==> src/rtl/botones_gato_if.sv <==
// Button bundle between the raw board pushbuttons and the game controller.
// The slave side is the debouncer front end; the master side drives the raw buttons.
interface botones_gato_if;
  logic boton_arriba;
  logic boton_abajo;
  logic boton_izq;
  logic boton_der;
  logic boton_elige;
  logic boton_arriba_reg;
  logic boton_abajo_reg;
  logic boton_izq_reg;
  logic boton_der_reg;
  logic boton_elige_reg;
  logic boton_activo;

  modport master (
    output boton_arriba, boton_abajo, boton_izq, boton_der, boton_elige,
    input  boton_arriba_reg, boton_abajo_reg, boton_izq_reg, boton_der_reg,
           boton_elige_reg, boton_activo
  );

  modport slave (
    input  boton_arriba, boton_abajo, boton_izq, boton_der, boton_elige,
    output boton_arriba_reg, boton_abajo_reg, boton_izq_reg, boton_der_reg,
           boton_elige_reg, boton_activo
  );
endinterface

==> src/rtl/botones_gato.sv <==
// Tic-tac-toe button front end: synchronize, debounce and edge-detect five
// pushbuttons, then emit one registered one-hot command pulse per press.
module botones_gato #(
  parameter int DEBOUNCE_MAX = 500000,
  parameter int CNT_W        = 20
) (
  input  logic          clk,
  input  logic          reset_all_n,
  botones_gato_if.slave bus
);
  localparam int NB = 5;
  localparam logic [CNT_W-1:0] CNT_LAST = CNT_W'(DEBOUNCE_MAX - 1);

  typedef enum logic {IDLE, HELD} state_t;

  // Bit order doubles as priority: elige (MSB) wins over arriba, abajo, izq, der
  logic [NB-1:0]    raw;
  logic [NB-1:0]    sync_p0, sync_p1;
  logic [NB-1:0]    db, db_prev, press;
  logic [NB-1:0]    pulse, pulse_nx;
  logic [CNT_W-1:0] cnt [NB];
  state_t           state, state_nx;

  function automatic logic [NB-1:0] pick_one(input logic [NB-1:0] req);
    logic [NB-1:0] grant;
    grant = '0;
    for (int i = 0; i < NB; i++) begin
      if (req[i]) begin
        grant    = '0;
        grant[i] = 1'b1;
      end
    end
    return grant;
  endfunction

  assign raw = {bus.boton_elige, bus.boton_arriba, bus.boton_abajo,
                bus.boton_izq, bus.boton_der};

  // Stage p0/p1: two-flop synchronizer, then per-button debounce counter
  always_ff @(posedge clk or negedge reset_all_n) begin
    if (!reset_all_n) begin
      sync_p0 <= '0;
      sync_p1 <= '0;
      db      <= '0;
      db_prev <= '0;
      for (int b = 0; b < NB; b++) cnt[b] <= '0;
    end else begin
      sync_p0 <= raw;
      sync_p1 <= sync_p0;
      db_prev <= db;
      for (int b = 0; b < NB; b++) begin
        if (sync_p1[b] == db[b]) begin
          cnt[b] <= '0;
        end else if (cnt[b] == CNT_LAST) begin
          db[b]  <= sync_p1[b];
          cnt[b] <= '0;
        end else begin
          cnt[b] <= cnt[b] + CNT_W'(1);
        end
      end
    end
  end

  assign press = db & ~db_prev;

  always_comb begin
    state_nx = state;
    pulse_nx = '0;
    case (state)
      IDLE: begin
        if (|press) begin
          pulse_nx = pick_one(press);
          state_nx = HELD;
        end
      end
      HELD: begin
        if (~|db) state_nx = IDLE;
      end
      default: state_nx = IDLE;
    endcase
  end

  // Stage p2: registered FSM state and command pulses
  always_ff @(posedge clk or negedge reset_all_n) begin
    if (!reset_all_n) begin
      state <= IDLE;
      pulse <= '0;
    end else begin
      state <= state_nx;
      pulse <= pulse_nx;
    end
  end

  assign bus.boton_elige_reg  = pulse[4];
  assign bus.boton_arriba_reg = pulse[3];
  assign bus.boton_abajo_reg  = pulse[2];
  assign bus.boton_izq_reg    = pulse[1];
  assign bus.boton_der_reg    = pulse[0];
  assign bus.boton_activo     = (state == HELD);
endmodule
==> src/flat_wrapper.sv <==
// flat-port wrapper written by rule: the top's interface ports become plain ports
module botones_gato_flat 
#(
  parameter int DEBOUNCE_MAX = 500000,
  parameter int CNT_W        = 20
)
  (clk, reset_all_n, bus_boton_arriba, bus_boton_abajo, bus_boton_izq, bus_boton_der, bus_boton_elige, bus_boton_arriba_reg, bus_boton_abajo_reg, bus_boton_izq_reg, bus_boton_der_reg, bus_boton_elige_reg, bus_boton_activo);
  botones_gato_if bus_i ();
  input  logic clk;
  input  logic reset_all_n;
  input wire logic [$bits(bus_i.boton_arriba)-1:0] bus_boton_arriba;
  input wire logic [$bits(bus_i.boton_abajo)-1:0] bus_boton_abajo;
  input wire logic [$bits(bus_i.boton_izq)-1:0] bus_boton_izq;
  input wire logic [$bits(bus_i.boton_der)-1:0] bus_boton_der;
  input wire logic [$bits(bus_i.boton_elige)-1:0] bus_boton_elige;
  output wire logic [$bits(bus_i.boton_arriba_reg)-1:0] bus_boton_arriba_reg;
  output wire logic [$bits(bus_i.boton_abajo_reg)-1:0] bus_boton_abajo_reg;
  output wire logic [$bits(bus_i.boton_izq_reg)-1:0] bus_boton_izq_reg;
  output wire logic [$bits(bus_i.boton_der_reg)-1:0] bus_boton_der_reg;
  output wire logic [$bits(bus_i.boton_elige_reg)-1:0] bus_boton_elige_reg;
  output wire logic [$bits(bus_i.boton_activo)-1:0] bus_boton_activo;
  assign bus_i.boton_arriba = bus_boton_arriba;
  assign bus_i.boton_abajo = bus_boton_abajo;
  assign bus_i.boton_izq = bus_boton_izq;
  assign bus_i.boton_der = bus_boton_der;
  assign bus_i.boton_elige = bus_boton_elige;
  assign bus_boton_arriba_reg = bus_i.boton_arriba_reg;
  assign bus_boton_abajo_reg = bus_i.boton_abajo_reg;
  assign bus_boton_izq_reg = bus_i.boton_izq_reg;
  assign bus_boton_der_reg = bus_i.boton_der_reg;
  assign bus_boton_elige_reg = bus_i.boton_elige_reg;
  assign bus_boton_activo = bus_i.boton_activo;
  botones_gato #(.DEBOUNCE_MAX(DEBOUNCE_MAX), .CNT_W(CNT_W)) u_core (.clk(clk), .reset_all_n(reset_all_n), .bus(bus_i));
endmodule
==> config.mk <==
export PLATFORM = sky130hd
export DESIGN_NAME = botones_gato_flat
export DESIGN_NICKNAME = d
export VERILOG_FILES = /design/src/rtl/botones_gato_if.sv /design/src/rtl/botones_gato.sv /design/src/flat_wrapper.sv
export SDC_FILE = /design/constraint.sdc
export NUM_CORES = 1
export LEC_CHECK = 0
export ABC_AREA = 1
export BUFFER_PORTS_ARGS = -buffer_cell sky130_fd_sc_hd__buf_2
export CAP_MARGIN = 20
export CORE_MARGIN = 10
export CORE_UTILIZATION = 35
export CTS_CLUSTER_SIZE = 24
export DETAILED_ROUTE_END_ITERATION = 16
export SLEW_MARGIN = 20
export SYNTH_ARGS = -nofsm -noshare
export SYNTH_HDL_FRONTEND = slang
export SYNTH_SLANG_ARGS = --single-unit
==> constraint.sdc <==
create_clock -name clk -period 1.62 [get_ports clk]
set_clock_uncertainty 0.15 [all_clocks]
set_input_delay 0.243 -clock clk [delete_from_list [all_inputs] [get_ports clk]]
set_output_delay 0.243 -clock clk [all_outputs]
set_load 0.02 [all_outputs]
==> results.py, run 1 <==
metrics = {
    "yosys": {
        "ys_seq_area_frac": 0.468,
        "synth-seq-cells": 126,
        "yosysWarnings": 0,
        "synth_compound_area_frac": 0.0269,
        "synth_fa_ha_area_frac": 0.00928,
        "synth_top_family_by_area": "simple AND/OR/NAND/NOR gates",
        "synth.avg_cell_area_um2": 7.68,
        "synth_cells": 878,
        "synth_edf_count": 0,
        "synth.mux.area_fraction": 0,
        "synth_xor_area_frac": 0.0633,
        "syn-cell-area_um2": 6740,
        "syn-num-nets": 890,
        "synthArstFlopShare": 1.00,
        "ys.flop_type": "dfrtp_1",
        "synthSimpleGateAreaFrac": 0.370,
        "synth_cell_type_count": 30,
    },
    "global_route": {
        "grt_max_degree": 48,
        "grt_pass1_vias": 5386,
        "grt_remaining_overflow": 0,
        "track_usage": 0.121,
        "grt_pass1_wl_um": 25800,
        "antenna_found_initial": 0,
    },
    "timing": {
        "slew_violations": 0,
        "fin_ws_ps": 78.8,
        "rsz0062_at_grt": "true",
        "setup-violations-final": 0,
        "max_freq_mhz": 649,
        "maxSlewHeadroom": 0.699,
        "worstMarginPinSlew_ps": 451,
        "hold_violations": 0,
        "period_needed_ps": 1540,
        "timing.final.crit_share": 0.951,
    },
    "floorplanning": {
        "die_h_um": 159,
        "die_w_um": 159,
        "io_pins": 13,
        "die-area_um2": 25200,
        "core.rowCount": 50,
        "initial_core_util": 0.358,
        "coreArea_um2": 18800,
    },
    "layout": {
        "drive_gt1_frac": 0.164,
        "layout_commonest_cell": "nor2_1",
        "n_fill_cell": 1871,
        "multi_input_area_um2": 3350,
        "layout.nets": 954,
        "regArea_um2": 3150,
        "diodes": 0,
        "area_growth_pct": 22.6,
        "final_cell_mix": "nor2_1, nand2_1, dfrtp_1",
    },
    "power_and_ir_drop": {
        "powerDensity_nw_per_um2": 904,
        "p_total_mw": 7.48,
        "p_leak_nw": 3.64,
        "ir_drop_v": 0.000802,
    },
    "worst_setup_path": {
        "cp.arrival_ps": 1680,
        "path_delay_family": "simple AND/OR/NAND/NOR gates",
        "reg2regPathDepth": 8,
        "cp_max_fo": 5,
        "startpoint_type": "flip-flop",
        "critical_path.max_stage_delay_ps": 370,
        "crit_required_ps": 1760,
        "cp.depth": 8,
        "critPathSlowestCell": "dfrtp_1",
        "worstSetupPathType": "flip-flop to flip-flop",
        "crit_chain": "ha_2, nand2_1, nor2_4, inv_2, nor2_2, nand3_2, nand3_1, nor2_1",
        "path_buf_inv": 1,
        "end_kind": "flip-flop",
    },
    "clock_network": {
        "cts_buffer_depth": 2,
        "path_clk_slew_ps": 60,
        "clk_latency_ps": 420,
        "htreeDepth": 4,
        "cts_num_sinks": 126,
        "tritoncts": "done",
        "cts_buffers": 17,
        "root_buffer": "clkbuf_16",
    },
    "drt": {
        "route.detailed.drc": 0,
        "vias": 5645,
        "ant_nets": 0,
        "viasPerCell": 4.65,
        "wl_per_cell_um": 12.3,
        "drtIter0Drc": 412,
        "totalWireLength_um": 14900,
        "drtPass1Iterations": 5,
    },
    "place": {
        "place_congestion": 0.893,
        "hpwl_um": 11000,
        "post-place-ws_ps": -19.5,
        "port_buffers": 12,
    },
    "hold_path": {
        "hp-class": "input port to asynchronous set/reset pin",
    },
    "status": {
        "outcome": "completed",
    },
    "run": {
        "cap_violations": 0,
    },
}
## synthesized netlist by cell type, types with 9 or more instances
cell / count / area share
inv_1: 104 / 0.058
a21oi_1: 9 / 0.0067
nand3_1: 90 / 0.067
nand4_1: 18 / 0.017
nor2_2: 21 / 0.019
xnor2_1: 11 / 0.014
dfrtp_1: 126 / 0.47
xor2_1: 34 / 0.044
nor3_1: 14 / 0.010
nor2_1: 208 / 0.12
nand2_2: 15 / 0.014
nand2_1: 166 / 0.092
o21ai_0: 11 / 0.0082
## registers in the layout, summed over array words and instances, names as in the netlist
signal	cells
u_core.bus.boton_activo	1
u_core.cnt	100
u_core.db	5
u_core.db_prev	5
u_core.pulse	5
u_core.sync_p0	5
u_core.sync_p1	5
## metal layers
metal	up-vias	track usage	share of wire
li1	2890	-	-
met3	24	0.0253	0.030
met5	-	0	0
met1	2637	0.168	0.51
met4	0	0.0476	0.018
met2	94	0.179	0.44
## cell type report
class	count	area share
Clock buffer	20	0.0564
Clock inverter	12	0.0195
Inverter	105	0.0477
Multi-Input combinational cell	641	0.406
Sequential cell	126	0.382
Tap cell	260	0.0393
Timing Repair Buffer	51	0.0498
## through the flow
step                std cells  setup TNS (ps)  hold slack (ps)  cell area, µm²   util
CTS                      1212               0             36.5            8060  0.428
detailed placement       1174           -32.6            -79.4            7370  0.391
global placement         1174           -8.89            -79.9            7370  0.391
floorplan                 878               0             -203            6740      -
finish                   1215               0             54.2            8270  0.439
global route             1215            -156             46.7            8270  0.439
## worst register-to-register path: stages, from the launching register on
cell	delay (ps)
dfrtp_1	370
ha_2	180
nand2_1	90
nor2_4	190
inv_2	60
nor2_2	110
nand3_2	120
nand3_1	110
nor2_1	40
## cell families (layout without fill, tap and decap cells)
logic type               after synthesis  in the layout
AND/OR/NAND/NOR                      557            557
buffers and inverters                111            188
AO/OA/AOI/OAI                         32             32
flip-flops                           126            126
adder cells (fa/ha/maj)                5              5
XOR/XNOR                              47             47
## worst paths after layout
kind,end,slack [ps],startpoint
worst max-delay path,u_core.cnt[15]$_DFF_PN0_,80,u_core.cnt[1]$_DFF_PN0_
worst min-delay path,u_core.cnt[48]$_DFF_PN0_,50,reset_all_n
worst max register to register,u_core.cnt[15]$_DFF_PN0_,80,u_core.cnt[1]$_DFF_PN0_
worst min register to register,u_core.sync_p1[0]$_DFF_PN0_,200,u_core.sync_p0[0]$_DFF_PN0_
max in group asynchronous,u_core.cnt[54]$_DFF_PN0_,700,reset_all_n
min in group clk,u_core.sync_p1[0]$_DFF_PN0_,200,u_core.sync_p0[0]$_DFF_PN0_
## power by group
group          switching [mW]  leakage, nW  total, mW  internal, mW
registers              0.0388         1.72       3.23          3.19
logic                   0.157         1.61      0.254        0.0972
clock network            1.44        0.298       3.99          2.55
total                    1.64         3.64       7.48          5.84
## repair_timing
item	CTS	global route
pin swaps	0	10
endpoints found under the setup margin	3	55
buffers inserted	0	3
hold buffers	6	0
gates cloned	0	0
endpoints found under the hold margin	131	0
gates resized for setup	1	47
(Power assumes the default switching activity.)
==> inputs of run 2 (changes only) <==
--- a/config.mk
+++ b/config.mk
@@ -5,7 +5,6 @@
 export SDC_FILE = /design/constraint.sdc
 export NUM_CORES = 1
 export LEC_CHECK = 0
-export ABC_AREA = 1
 export BUFFER_PORTS_ARGS = -buffer_cell sky130_fd_sc_hd__buf_2
 export CAP_MARGIN = 20
 export CORE_MARGIN = 10
==> run 2 against run 1 <==
Against the previous run: the run now ends with negative setup slack left; cell area grew 16%; wire length grew 8.4%; non-clock buffer count grew 161; count of clock-buffer cells in the layout grew 5; flip-flop and latch count is the same; maximum frequency shrank 18%; sequential share of layout area shrank 5.3 points; synthesized cell count shrank 34%; via count shrank 6.5%; first-iteration DRC count shrank 38%; combinational power grew 94%; clock power grew 5.3%; critical endpoint is now u_core.cnt[18]$_DFF_PN0_.
==> results.py, run 2 <==
metrics = {
    "layout": {
        "final_cell_mix": "buf_4, dfrtp_1, xnor2_1",
        "area_growth_pct": 63.5,
        "utilization": 0.583,
        "layout.nets": 812,
        "n_fill_cell": 1315,
        "top_register": "u_core.cnt",
        "largest_reg_flops": 100,
        "final_cells": 1032,
        "diodes": 0,
        "fin_area_um2": 9630,
        "layout_commonest_cell": "buf_4",
        "drive_gt1_frac": 0.526,
    },
    "yosys": {
        "synth.mux.area_fraction": 0.00956,
        "syn-num-nets": 593,
        "synth_xor_area_frac": 0.103,
        "synth_most_common_cell": "dfrtp_1",
        "synth_area_leaders": "dfrtp_1, xnor2_1, nor2_1, nand3_1, a21oi_1",
        "yosys.area.top_type": "dfrtp_1",
        "synth_edf_count": 0,
        "synthArstFlopShare": 1.00,
        "synthSimpleGateAreaFrac": 0.259,
        "synth.avg_cell_area_um2": 10.1,
        "yosysWarnings": 0,
        "synth_cell_type_count": 44,
        "ys.flop_type": "dfrtp_1",
        "synth_fa_ha_area_frac": 0.0106,
        "ys_seq_area_frac": 0.535,
        "syn-cell-area_um2": 5890,
        "yosys.area.top_type_share": 0.535,
        "synth_top_family_by_area": "simple AND/OR/NAND/NOR gates",
        "synth.top_cells.by_count": "dfrtp_1, nor2_1, xnor2_1",
        "synth_cells": 581,
        "synth_compound_area_frac": 0.0599,
        "synth-seq-cells": 126,
    },
    "floorplanning": {
        "io_pins": 13,
        "die-area_um2": 22400,
        "die_w_um": 150,
        "coreArea_um2": 16500,
        "core.rowCount": 47,
        "die_h_um": 150,
        "initial_core_util": 0.357,
    },
    "place": {
        "port_buffers": 12,
        "hpwl_um": 9770,
        "placed_area_um2": 7500,
        "place_congestion": 0.851,
        "placed_cells": 947,
    },
    "clock_network": {
        "clk_latency_ps": 420,
        "root_buffer": "clkbuf_16",
        "htreeDepth": 4,
        "tritoncts": "done",
        "path_clk_slew_ps": 60,
        "cts_buffers": 17,
        "cts_num_sinks": 126,
        "cts_buffer_depth": 2,
    },
    "drt": {
        "ant_nets": 0,
        "vias": 5279,
        "totalWireLength_um": 16200,
        "route.detailed.drc": 0,
        "drtIter0Drc": 257,
        "wl_per_cell_um": 15.7,
        "viasPerCell": 5.12,
        "drtPass1Iterations": 4,
    },
    "global_route": {
        "grt_remaining_overflow": 0,
        "grt_max_degree": 56,
        "grt_pass1_wl_um": 26100,
        "grt_pass1_vias": 5548,
        "antenna_found_initial": 0,
        "track_usage": 0.143,
    },
    "power_and_ir_drop": {
        "p_leak_nw": 3.99,
        "ir_drop_v": 0.000751,
        "powerDensity_nw_per_um2": 822,
    },
    "worst_setup_path": {
        "reg2reg_from": "u_core.cnt[1]$_DFF_PN0_",
        "critPathSlowestCell": "or4_4",
        "cp.arrival_ps": 2080,
        "end_kind": "flip-flop",
        "crit_required_ps": 1820,
        "reg2regPathDepth": 6,
        "cp_max_fo": 4,
        "critical_path.max_stage_delay_ps": 490,
        "timing.reg2reg.setup_slack_ps": -260,
        "path_delay_family": "simple AND/OR/NAND/NOR gates",
        "r2r_end": "u_core.cnt[18]$_DFF_PN0_",
        "worstSetupPathType": "flip-flop to flip-flop",
        "path_buf_inv": 1,
        "crit_chain": "buf_6, ha_4, nand4_4, or3_4, or4_4, a21oi_2",
        "startpoint_type": "flip-flop",
    },
    "timing": {
        "timing.final.crit_share": 1.16,
        "max_freq_mhz": 533,
        "rsz0062_at_grt": "true",
        "slew_violations": 0,
        "maxSlewHeadroom": 0.581,
        "period_needed_ps": 1880,
        "hold_violations": 0,
        "fin_hold_ws_ps": 24.1,
        "fin_ws_ps": -256,
        "worstMarginPinSlew_ps": 620,
        "setup-violations-final": 98,
    },
    "status": {
        "violations": "negative setup slack",
        "outcome": "complete, but fails checks",
    },
    "run": {
        "cap_violations": 0,
    },
    "hold_path": {
        "hp-class": "input port to asynchronous set/reset pin",
    },
}
==> run 2: worst reg2reg max path, stage by stage, from the launching register on <==
cell	delay [ps]
dfrtp_1	370
buf_6	110
ha_4	140
nand4_4	60
or3_4	350
or4_4	490
a21oi_2	130
==> run 2: cell families after synthesis <==
group | Yosys count
simple gates | 286
flops | 126
xor+xnor | 69
compound gates | 57
buf+inv | 33
mux | 5
fa+ha+maj | 5
==> run 2: layout make-up <==
cell class	count	area (µm²)	share of cell area
tap	220	275	0.0286
multi-input combinational	422	3610	0.375
inverter	21	78.8	0.00819
sequential	126	3160	0.328
clock inverter	6	155	0.0161
timing repair buffer	212	1870	0.194
clock buffer	25	485	0.0504
==> run 2: per-layer routing <==
metal  wire (µm)  vias to the layer above  share of wire  track usage
met5           0                        -              0            0
met4         199                        0          0.012       0.0457
met3         637                       21          0.039       0.0420
met2        8450                       69           0.52        0.243
met1        6890                     2680           0.43        0.169
li1            -                     2509              -            -
==> run 2: worst max-delay path by stage <==
stage / slack [ps] / depth (start not counted) / start / end
after floorplan: -300 / 6 / u_core.cnt[0]$_DFF_PN0_ / u_core.cnt[16]$_DFF_PN0_
after global placement: -290 / 4 / u_core.cnt[0]$_DFF_PN0_ / u_core.cnt[17]$_DFF_PN0_
after detailed placement: -340 / 6 / u_core.cnt[0]$_DFF_PN0_ / u_core.cnt[18]$_DFF_PN0_
after CTS: -270 / 6 / u_core.cnt[1]$_DFF_PN0_ / u_core.cnt[18]$_DFF_PN0_
after global routing: -340 / 6 / u_core.cnt[1]$_DFF_PN0_ / u_core.cnt[18]$_DFF_PN0_
final: -260 / 6 / u_core.cnt[1]$_DFF_PN0_ / u_core.cnt[18]$_DFF_PN0_
==> run 2: report_power, final <==
part           switching, mW  internal (mW)  leakage [nW]
Clock                   1.36           2.84         0.312
Sequential            0.0332           3.19          1.71
Combinational          0.254          0.239          1.97
==> run 2: metrics by stage <==
stage	setup TNS (ps)	power [mW]	worst slack [ps]
floorplan	-8510	3.40	-302
global placement	-9770	3.58	-287
detailed placement	-11920	3.59	-343
CTS	-9790	7.89	-274
global route	-21460	8.18	-337
finish	-15300	7.92	-256
==> run 2: what timing repair did <==
action                                  in CTS  in global routing
endpoints found under the setup margin      98                 99
endpoints found under the hold margin      131                  0
pin swaps                                   47                 42
buffers inserted                            21                 21
resized for setup                          109                138
hold buffers                                 6                  0
cloned                                       6                  3
